<file path="config.mk">
export PLATFORM = sky130hd
export DESIGN_NAME = nibble_addsub_seq
export DESIGN_NICKNAME = d
export VERILOG_FILES = /design/src/rtl/nibble_addsub_seq.sv
export SDC_FILE = /design/constraint.sdc
export NUM_CORES = 1
export LEC_CHECK = 0
export ABC_CLOCK_PERIOD_IN_PS = 2600
export CORE_MARGIN = 1.5
export CORE_UTILIZATION = 40
export CTS_BUF_LIST = sky130_fd_sc_hd__clkbuf_4 sky130_fd_sc_hd__clkbuf_8
export CTS_CLUSTER_SIZE = 30
export DETAILED_ROUTE_END_ITERATION = 6
export PLACE_DENSITY = 0.76
export SYNTH_ARGS = -nofsm -noshare
export SYNTH_HDL_FRONTEND = slang
export SYNTH_SLANG_ARGS = --single-unit
</file>
<file path="constraint.sdc">
create_clock -name CLK -period 2.6 [get_ports CLK]
set_input_delay 0.26 -clock CLK [delete_from_list [all_inputs] [get_ports CLK]]
set_output_delay 0.26 -clock CLK [all_outputs]
set_load 0.03 [all_outputs]
</file>
<file path="src/rtl/nibble_addsub_seq.sv">
// 11-bit signed add/subtract sequencer that time-shares one 4-bit carry-lookahead
// slice across three LSB-first nibble passes, with a registered carry between passes.

module cla (
    input  logic [3:0] a,
    input  logic [3:0] b,
    input  logic       cin,
    output logic [3:0] sum,
    output logic       cout
);
    logic [3:0] g;
    logic [3:0] p;
    logic [4:0] c;

    assign g    = a & b;
    assign p    = a ^ b;
    assign c[0] = cin;
    assign c[1] = g[0] | (p[0] & cin);
    assign c[2] = g[1] | (p[1] & g[0]) | (p[1] & p[0] & cin);
    assign c[3] = g[2] | (p[2] & g[1]) | (p[2] & p[1] & g[0]) | (p[2] & p[1] & p[0] & cin);
    assign c[4] = g[3] | (p[3] & g[2]) | (p[3] & p[2] & g[1]) | (p[3] & p[2] & p[1] & g[0])
                | (p[3] & p[2] & p[1] & p[0] & cin);
    assign sum  = p ^ c[3:0];
    assign cout = c[4];
endmodule

module nibble_addsub_seq (
    input  logic        CLK,
    input  logic        RST_N,
    input  logic        START,
    input  logic        OP,
    input  logic [10:0] A,
    input  logic [10:0] B,
    output logic        BUSY,
    output logic        DONE,
    output logic [10:0] RESULT,
    output logic        OVF
);
    typedef enum logic [2:0] {
        S_IDLE,
        S_ADD0,
        S_ADD1,
        S_ADD2,
        S_DONE
    } state_t;

    state_t      state;
    state_t      state_next;
    logic        accept;
    logic [11:0] op_a;
    logic [11:0] op_b;
    logic        carry;
    logic [7:0]  partial;
    logic [10:0] result_q;
    logic        ovf_q;
    logic [3:0]  nib_a;
    logic [3:0]  nib_b;
    logic [3:0]  nib_sum;
    logic        nib_cout;
    logic [11:0] sum_full;

    assign accept = START && (state == S_IDLE || state == S_DONE);

    // NOTE: sequential state uses non-blocking assignments so every register samples pre-edge values.
    always_ff @(posedge CLK or negedge RST_N) begin
        if (!RST_N) state <= S_IDLE;
        else        state <= state_next;
    end

    // NOTE: defaulting state_next first keeps this block free of inferred latches.
    always_comb begin
        state_next = state;
        case (state)
            S_IDLE, S_DONE: state_next = START ? S_ADD0 : S_IDLE;
            S_ADD0:         state_next = S_ADD1;
            S_ADD1:         state_next = S_ADD2;
            S_ADD2:         state_next = S_DONE;
            default:        state_next = S_IDLE;
        endcase
    end

    always_comb begin
        BUSY = 1'b0;
        DONE = 1'b0;
        case (state)
            S_ADD0, S_ADD1, S_ADD2: BUSY = 1'b1;
            S_DONE:                 DONE = 1'b1;
            default:                ;
        endcase
    end

    assign RESULT = result_q;
    assign OVF    = ovf_q;

    // Operand nibble mux in front of the shared slice.
    always_comb begin
        nib_a = op_a[3:0];
        nib_b = op_b[3:0];
        case (state)
            S_ADD1: begin
                nib_a = op_a[7:4];
                nib_b = op_b[7:4];
            end
            S_ADD2: begin
                nib_a = op_a[11:8];
                nib_b = op_b[11:8];
            end
            default: ;
        endcase
    end

    cla u_cla (
        .a    (nib_a),
        .b    (nib_b),
        .cin  (carry),
        .sum  (nib_sum),
        .cout (nib_cout)
    );

    // Nibble 2 never needs storing: it goes straight into RESULT/OVF on the same edge.
    assign sum_full = {nib_sum, partial};

    // NOTE: datapath registers are small flops, so they are reset along with the FSM.
    always_ff @(posedge CLK or negedge RST_N) begin
        if (!RST_N) begin
            op_a     <= '0;
            op_b     <= '0;
            carry    <= 1'b0;
            partial  <= '0;
            result_q <= '0;
            ovf_q    <= 1'b0;
        end else begin
            case (state)
                S_IDLE, S_DONE: begin
                    if (accept) begin
                        op_a  <= {A[10], A};
                        op_b  <= OP ? ~{B[10], B} : {B[10], B};
                        carry <= OP;
                    end
                end
                S_ADD0: begin
                    partial[3:0] <= nib_sum;
                    carry        <= nib_cout;
                end
                S_ADD1: begin
                    partial[7:4] <= nib_sum;
                    carry        <= nib_cout;
                end
                S_ADD2: begin
                    carry    <= nib_cout;
                    result_q <= sum_full[10:0];
                    ovf_q    <= sum_full[11] ^ sum_full[10];
                end
                default: ;
            endcase
        end
    end
endmodule

</file>
== Word level (Yosys, flattened, before mapping) ==
Index checks and enable logic that the tools add are counted.

* Memory bits (read-only): 0
* Latch bits: 0
* Memories: 0
* Output and inout bits: 14
* Input port bits: 26
* Bits in writable memories: 0
* Flip-flop bits (word level): 47
* Word-level logic and storage cells: 61

* Mux-type cells: 9
* Magnitude comparators: 0
* Shift operators: 0
* $mul: 0
* Bitwise gates (word level): 31
* Add/sub/neg operators: 0
* Equal/unequal tests: 5
* Reductions and logical operators: 8
* Divide/modulo/power cells: 0

{| class="wikitable"
|+ Operators with widths
! kind !! count
|-
| AND 1 bit || 16
|-
| case mux 4 bit (2 select lines) || 2
|-
| two-way mux 12 bit || 1
|-
| NOT 12 bit || 1
|-
| case mux 3 bit (4 select lines) || 1
|-
| OR 1 bit || 10
|-
| bitwise XOR 4 bit || 2
|-
| equality test 3 x 2 -> 1 bit, second input constant || 2
|-
| AND 4 bit || 1
|-
| two-way mux 1 bit || 4
|-
| AND reduction 2 bit || 2
|-
| equality test 3 x 1 -> 1 bit, second input constant || 1
|-
| equality test 3 bit, second input constant || 1
|-
| logical NOT 3 bit || 1
|-
| OR reduction 3 bit || 1
|-
| != test 2 bit, second input constant || 1
|-
| case mux 1 bit (2 select lines) || 1
|-
| nonzero test 2 bit || 1
|-
| OR reduction 2 bit || 1
|-
| logical AND 1 bit || 1
|-
| logical OR 1 bit || 1
|-
| bitwise XOR 1 bit || 1
|}

== Logic depth before layout (Yosys ltp) ==
Gate-level depths: netlist (run 1).

* Depth in word-level cells: 9
* Mapped depth: 9
* Depth with buffers taken out: 8

== Cells and area by module ==
Synthesis (run 1) repeated with hierarchy kept, for this count alone.

* Cells, all modules: 177
* Area total of the unflattened synthesis: 2163.3 um^2

{| class="wikitable"
|+ Modules (own cells, without submodules)
! module !! sequential area each (um^2) !! area each (um^2) !! instances !! cells an instance
|-
| nibble_addsub_seq || 1151.1 || 2015.7 || 1 || 160
|-
| cla || 0.0 || 147.6 || 1 || 17
|}

== Worst setup path before layout (run 1) ==
No wires, ideal clock.

* Kind: register to register
* Start: register state[0]
* End: register partial[7]
* Arrival: 2054 ps
* Setup slack: 436 ps
* Path buffers: 2
* Period minus slack after synthesis: 2164 ps
* Cell stages (with the launch flop): 10
* Required time: 2490 ps
* Setup time: 110 ps
* Cells stage by stage: dfrtp_1 > buf_6 > buf_2 > mux2i_1 > o21ai_0 > ha_1 > a21oi_2 > a21boi_0 > o21a_1 > o41ai_1

* Cells in the longest elaborated chain, start to end: 8
* Elaborated cells between the ends (all ways): 15
* Those cells by class: eq/ne (2); mux (2); bitwise (11)

{| class="wikitable"
|+ Ends and longest elaborated chain
! what !! RTL line !! text
|-
| from (decl) || 47 || <nowiki>state_t state;</nowiki>
|-
| from (signal assigned) || 67 || <nowiki>else state <= state_next;</nowiki>
|-
| equality test 3 x 2 -> 1 bit (on tied branches) || 99, 133 ||
|-
| case mux 4 bit (2 select lines) || 99 || <nowiki>case (state)</nowiki>
|-
| bitwise XOR 4 bit or AND 4 bit (tied branches) || 16, 15 ||
|-
| AND 1 bit || 20 || <nowiki>assign c[3] = g[2] | (p[2] & g[1]) | (p[2] & p[1] & g[0]) | (p[2] & p[1] & p[0] & cin);</nowiki>
|-
| OR 1 bit or AND 1 bit (tied branches) (2 in a row) || 20 ||
|-
| OR 1 bit || 20 ||
|-
| bitwise XOR 4 bit || 23 || <nowiki>assign sum = p ^ c[3:0];</nowiki>
|-
| to (signal assigned) || 146 || <nowiki>partial[7:4] <= nib_sum;</nowiki>
|-
| to (decl) || 53 || <nowiki>logic [7:0] partial;</nowiki>
|}

Several ways; a longest one is shown, not always the timed one.
A chain may end at the register's enable or synchronous reset.

== Worst setup path in the final report (run 1) ==
* Start: register state[0]
* End: output port BUSY

* Cells in the longest elaborated chain, start to end: 3
* Elaborated cells between the ends (all ways): 5
* Those cells by class: eq/ne (3); mux (1); reduce/logical (1)

{| class="wikitable"
|+ Ends and longest elaborated chain
! what !! RTL line !! text
|-
| equality test 3 x 2 -> 1 bit or equality test 3 x 1 -> 1 bit (tied branches) || 85 || <nowiki>case (state)</nowiki>
|-
| OR reduction 3 bit (no line) (*) || - ||
|-
| two-way mux 1 bit (*) || 85 ||
|-
| to (decl) || 34 || <nowiki>output logic BUSY,</nowiki>
|}

Every way passes the cells marked *; elsewhere a longest branch is shown, timed or not.

==> results.toml, run 1 <==
[synth]
yosys.area.top_type = "dfrtp_1"
syn-num-nets = 238
synth_top_area_share_pct = 52.4
async_flop_share_pct = 100
syn-cell-area_mm2 = 0.00220
synth_edf_count = 0
yosysWarnings = 0
synth_cells = 207
synth_cell_types = 32
ys_seq_area_share_pct = 52.4
avgSynthCellArea_um2 = 10.6
synthFlopType = "dfrtp_1"
synth.top_cells.by_area = "dfrtp_1 (52%), nand2_1 (7.0%), xnor2_1 (6.0%), mux2_2 (4.1%), mux2i_1 (3.6%)"
ys_ff_latch = 46

[final_layout]
nFillCells = 491
fin_nets = 279
drive_above_1_share_pct = 12.9
finalNonFillerCells = 319
layout_commonest_cell = "dfrtp_1"
areaGrowthSynthToFinish_pct = 25.2
antenna_cells = 0
mostFrequentLayoutCells = "dfrtp_1 (46), nand2_1 (41), clkdlybuf4s50_1 (38)"

[power_and_ir_drop]
cellPowerDensity_mw_per_mm2 = 1480
ir_worst_vdd_uv = 716
total_power_mw = 4.08
leakagePower_nw = 1.20

[setup_path]
cp-startpoint = "state[0]"
crit_path_max_incr_delay_ns = 0.73
worstReg2RegStart = "state[2]"
r2r_end = "partial[7]"
worst_ep_required_time_ns = 2.34
cp_num_buf_inv = 2
crit_type = "flop to primary output"
r2r_cells = 7
path_cells = "buf_4 -> nor2_2 -> nor2_1 -> clkdlybuf4s50_1"
cp_max_fo = 9
start_kind = "flop"
critPathArrivalTime_ns = 2.21
critical_path.top_delay_family = "buffers and inverters"
crit_slowest_cell = "clkdlybuf4s50_1"
r2r_setup_slack_ns = 0.26
crit_path_end_kind = "primary output"

[cts]
cts_buffer_depth = 2
cts_setup_buffers = 0
cts_tree = "done"
cts.clk_slew.worst_paths_ns = 0.09
cts_hold_buffers = 0
worstSkewPairLatency_ns = 0.30
root_buffer = "clkbuf_8"
clkSinkCount = 46
h-tree-depth = 2
numCtsBuffers = 5

[placement]
hpwl_um = 2900
io_buffers = 39
finalWeightedCongestion = 0.832
dpl.cell_count = 311

[routing]
drtAntennaViolNets = 0
drc_errors = 0
dr_total_vias = 1525
viasPerCell = 4.78
first_iter_violations = 65
routed_wl_um = 4010
drtPass1Iterations = 5
wl_per_cell_um = 12.6

[sta]
period_share_pct = 95.0
finClkSkew_ns = 0.00889
setup_viol = 0
hold_viol_final = 0
max_slew_margin_pct = 33.1
tightestPinTransition_ns = 1.00
holdWs_ns = 0.122
rsz0062_at_grt = "false"
final-max-slew-violation-count = 0
min_period_ns = 2.47
max_freq_ghz = 0.405
fin_setup_tns_ns = 0

[floorplan]
core_area_mm2 = 0.00520
die_h_um = 77.1
dieArea_mm2 = 0.00594
dieWidth_um = 77.1
pin_count = 40
rows = 26
start_util_pct = 42.2

[global_routing]
grt_pass1_wl_um = 6940
grt_max_degree = 47
grt_overflow_total = 0
grt_pass1_vias = 1534
track_usage_pct = 14.9
antenna_found_initial = 0

[job]
maxCapViolCount = 0

[run_status]
status = "finished, final reports clean"

[worst_hold_path]
hold_path.class = "input pin to async pin"
==> cell type report <==
cell class,count,area [µm²],area share [%]
sequential,46,1150,41.9
tap,70,87.6,3.19
multi-input combinational,149,967,35.2
timing repair buffer,45,430,15.7
inverter,1,3.75,0.137
clock inverter,3,40.0,1.46
clock buffer,5,68.8,2.50
==> logic make-up after synthesis <==
family	Yosys count	share of synthesized area [%]
flops	46	52.4
fa+ha+maj	5	3.19
compound gates	39	10.3
mux	21	11.2
xor+xnor	15	5.98
simple gates	69	13.3
buf+inv	12	3.65
==> through the flow <==
step | area [µm²] | utilization (%) | worst slack [ns]
CTS | 2750 | 52.8 | 0.0785
detailed placement | 2640 | 50.7 | 0.116
global placement | 2640 | 50.7 | 0.229
global route | 2750 | 52.8 | 0.0418
floorplan | 2200 | - | 0.436
finish | 2750 | 52.8 | 0.131
==> report_power, final <==
part           internal (mW)  total, mW  switching [mW]
sequential              1.08       1.31           0.237
clock                  0.283      0.521           0.238
combinational           1.05       2.25            1.20
==> registers in the layout (all words and copies together), names as in the netlist <==
name	cells
op_b	11
state	3
RESULT	11
OVF	1
partial	8
carry	1
op_a	11
==> how the worst max path moves through the flow <==
stage | slack [ns] | cells past startpoint | endpoint
CTS | 0.08 | 7 | partial[7]
global placement | 0.23 | 8 | partial[7]
global route | 0.04 | 8 | partial[7]
detailed placement | 0.12 | 7 | partial[7]
finish | 0.13 | 4 | BUSY
floorplan | 0.44 | 9 | partial[7]
==> timing repair <==
action | CTS | global route
hold endpoints to repair | 0 | 0
resized for setup | 0 | 2
endpoints found under the setup margin | 0 | 7
==> per-layer routing <==
layer  vias to the layer above  part of all wire, %  global-route usage [%]
li1                        776                    -                       -
met1                       712                   48                    18.9
met5                         -                    0                       0
met2                        33                   47                    24.8
met4                         0                  1.0                    4.91
met3                         4                  3.6                    3.69
==> worst reg2reg max path: stages, from the launching register on <==
cell	delay [ns]
dfrtp_1	0.43
nand2b_2	0.34
o21ai_0	0.39
ha_1	0.31
nand3_1	0.13
a21boi_1	0.13
o21a_1	0.21
o41ai_1	0.30
==> synth_stat cells (3+ instances only) <==
library cell	instances
nand2b_1	3
a21oi_1	13
dfrtp_1	46
o21ai_0	15
mux2i_1	8
buf_6	4
xnor2_1	15
clkbuf_1	3
mux2_2	8
mux2_4	5
ha_1	4
nand2_1	41
nor2_1	15
buf_2	4
No activity file was read; power rests on OpenSTA's default activity.
==> run 2: changes to the inputs <==
Settings changed: SLEW_MARGIN from default to 20.
==> run 2 against run 1 <==
Effect of this change:
- sequential share of layout area down 0.19 points
- total power up 0.11%
- final area up 0.46%
- highest routed layer unchanged
- hold slack better by 0.36 ns
- setup slack better by 0.0042 ns
- maximum frequency up 0.17%
- register-to-register slack about the same
- global-route usage unchanged
==> results.toml, run 2 (synthesis gave the netlist of run 1 again) <==
[cts]
cts.clk_slew.worst_paths_ns = 0.09
clkSinkCount = 46
h-tree-depth = 2
root_buffer = "clkbuf_8"
numCtsBuffers = 5
cts_tree = "done"
worstSkewPairLatency_ns = 0.30
cts_buffer_depth = 2

[floorplan]
rows = 26
start_util_pct = 42.2
pin_count = 40
core_area_mm2 = 0.00520
die_h_um = 77.1
dieWidth_um = 77.1
dieArea_mm2 = 0.00594

[global_routing]
grt_max_degree = 47
use_met3_pct = 3.69
grt_pass1_wl_um = 6940
use_met1_pct = 18.9
use_met2_pct = 24.8
grt_overflow_total = 0
antenna_found_initial = 0
track_usage_pct = 14.9
grt_busiest_layer = "met2"
grt_pass1_vias = 1534

[sta]
period_share_pct = 94.8
rsz0062_at_grt = "false"
fin_setup_tns_ns = 0
tightestPinTransition_ns = 0.657
min_period_ns = 2.46
hold_viol_final = 0
finClkSkew_ns = 0.00910
fin_ws_ns = 0.135
setup_viol = 0
max_freq_ghz = 0.406
final-max-slew-violation-count = 0
max_slew_margin_pct = 56.1

[routing]
first_iter_violations = 81
viasPerCell = 4.81
wl_per_cell_um = 12.5
drc_errors = 0
drtPass1Iterations = 5
routed_wl_um = 4010
dr_total_vias = 1538
drtAntennaViolNets = 0

[final_layout]
layout_commonest_cell = "dfrtp_1"
antenna_cells = 0
drive_above_1_share_pct = 12.8
mostFrequentLayoutCells = "dfrtp_1 (46), nand2_1 (41), clkdlybuf4s50_1 (38)"
fin_nets = 280
areaGrowthSynthToFinish_pct = 25.8

[placement]
io_buffers = 39
pre_cts_ws_ns = 0.116
finalWeightedCongestion = 0.832
hpwl_um = 2900

[setup_path]
cp_max_fo = 9
r2r_setup_slack_ns = 0.26
critical_path.top_delay_family = "buffers and inverters"
crit_slowest_cell = "clkdlybuf4s50_1"
crit_path_max_incr_delay_ns = 0.73
worstReg2RegStart = "state[2]"
cp_num_buf_inv = 2
cp-startpoint = "state[0]"
crit_path_end_kind = "primary output"
r2r_cells = 7
crit_type = "flop to primary output"
worst_ep_required_time_ns = 2.34
r2r_end = "partial[7]"
start_kind = "flop"
critPathArrivalTime_ns = 2.20
path_cells = "buf_4 -> nor2_2 -> nor2_1 -> clkdlybuf4s50_1"

[power_and_ir_drop]
cellPowerDensity_mw_per_mm2 = 1480
ir_worst_vdd_uv = 716
swShare_pct = 41.1
combPwrFrac_pct = 55.1
power_frac_clock_pct = 12.8
switchingPower_mw = 1.68
leakagePower_nw = 1.20
seqPwrFrac_pct = 32.2
cellInternalPower_mw = 2.41

[worst_hold_path]
hold_path.class = "flop to flop"
min_from = "partial[3]"
hold_depth = 2
min_to = "RESULT[3]"

[run_status]
status = "finished, final reports clean"

[job]
maxCapViolCount = 0
run 2: how the worst max path moves through the flow:
stage	slack, ns	depth (start not counted)	endpoint
floorplan	0.44	9	partial[7]
global placement	0.23	8	partial[7]
detailed placement	0.12	7	partial[7]
CTS	0.08	7	partial[7]
global route	0.04	8	partial[7]
finish	0.14	4	BUSY
run 2: layout make-up:
cell class	instances	area, µm²
Multi-Input combinational cell	149	967
Tap cell	70	87.6
Sequential cell	46	1150
Fill cell	490	2440
Timing Repair Buffer	46	443
Clock inverter	3	40.0
Inverter	1	3.75
Clock buffer	5	68.8
run 2: power by group through the flow:
| stage | Sequential [mW] | Combinational (mW) | Clock, mW |
|---|---|---|---|
| after CTS | 1.31 | 2.26 | 0.538 |
| after floorplan | 1.40 | 1.55 | 0 |
| after global routing | 1.36 | 2.49 | 0.572 |
| final | 1.31 | 2.25 | 0.521 |
| after detailed placement | 1.33 | 2.24 | 0 |
| after global placement | 1.32 | 2.17 | 0 |
run 2: routing by layer:
metal	wire [µm]	part of all wire (%)	vias to the layer above
met3	152	3.8	4
met1	1900	47	720
li1	-	-	777
met5	0	0	-
met2	1910	48	37
met4	40	1.0	0
run 2: stage by stage:
step | utilization (%) | std cells | hold slack, ns | total power [mW] | area (µm²)
after global routing | 53.1 | 320 | 0.520 | 4.43 | 2760
after detailed placement | 50.7 | 311 | 0.459 | 3.57 | 2640
after CTS | 52.8 | 319 | 0.158 | 4.11 | 2750
after floorplan | - | 207 | -0.0356 | 2.96 | 2200
final | 53.1 | 320 | 0.479 | 4.08 | 2760
after global placement | 50.7 | 311 | 0.450 | 3.49 | 2640
run 2: what timing repair did:
action	4_1_cts	5_1_grt
hold endpoints to repair	0	21
hold buffers	0	1
setup buffers	0	0
endpoints found under the setup margin	0	7
resized for setup	0	2
run 2: worst reg2reg max path, delay by kind of cell (launching register included):
kind	cells	cell delay, ns
AOI/OAI and AO/OA	4	1.03
and+or+nand+nor	2	0.47
DFF	1	0.43
adders and majority gates	1	0.31
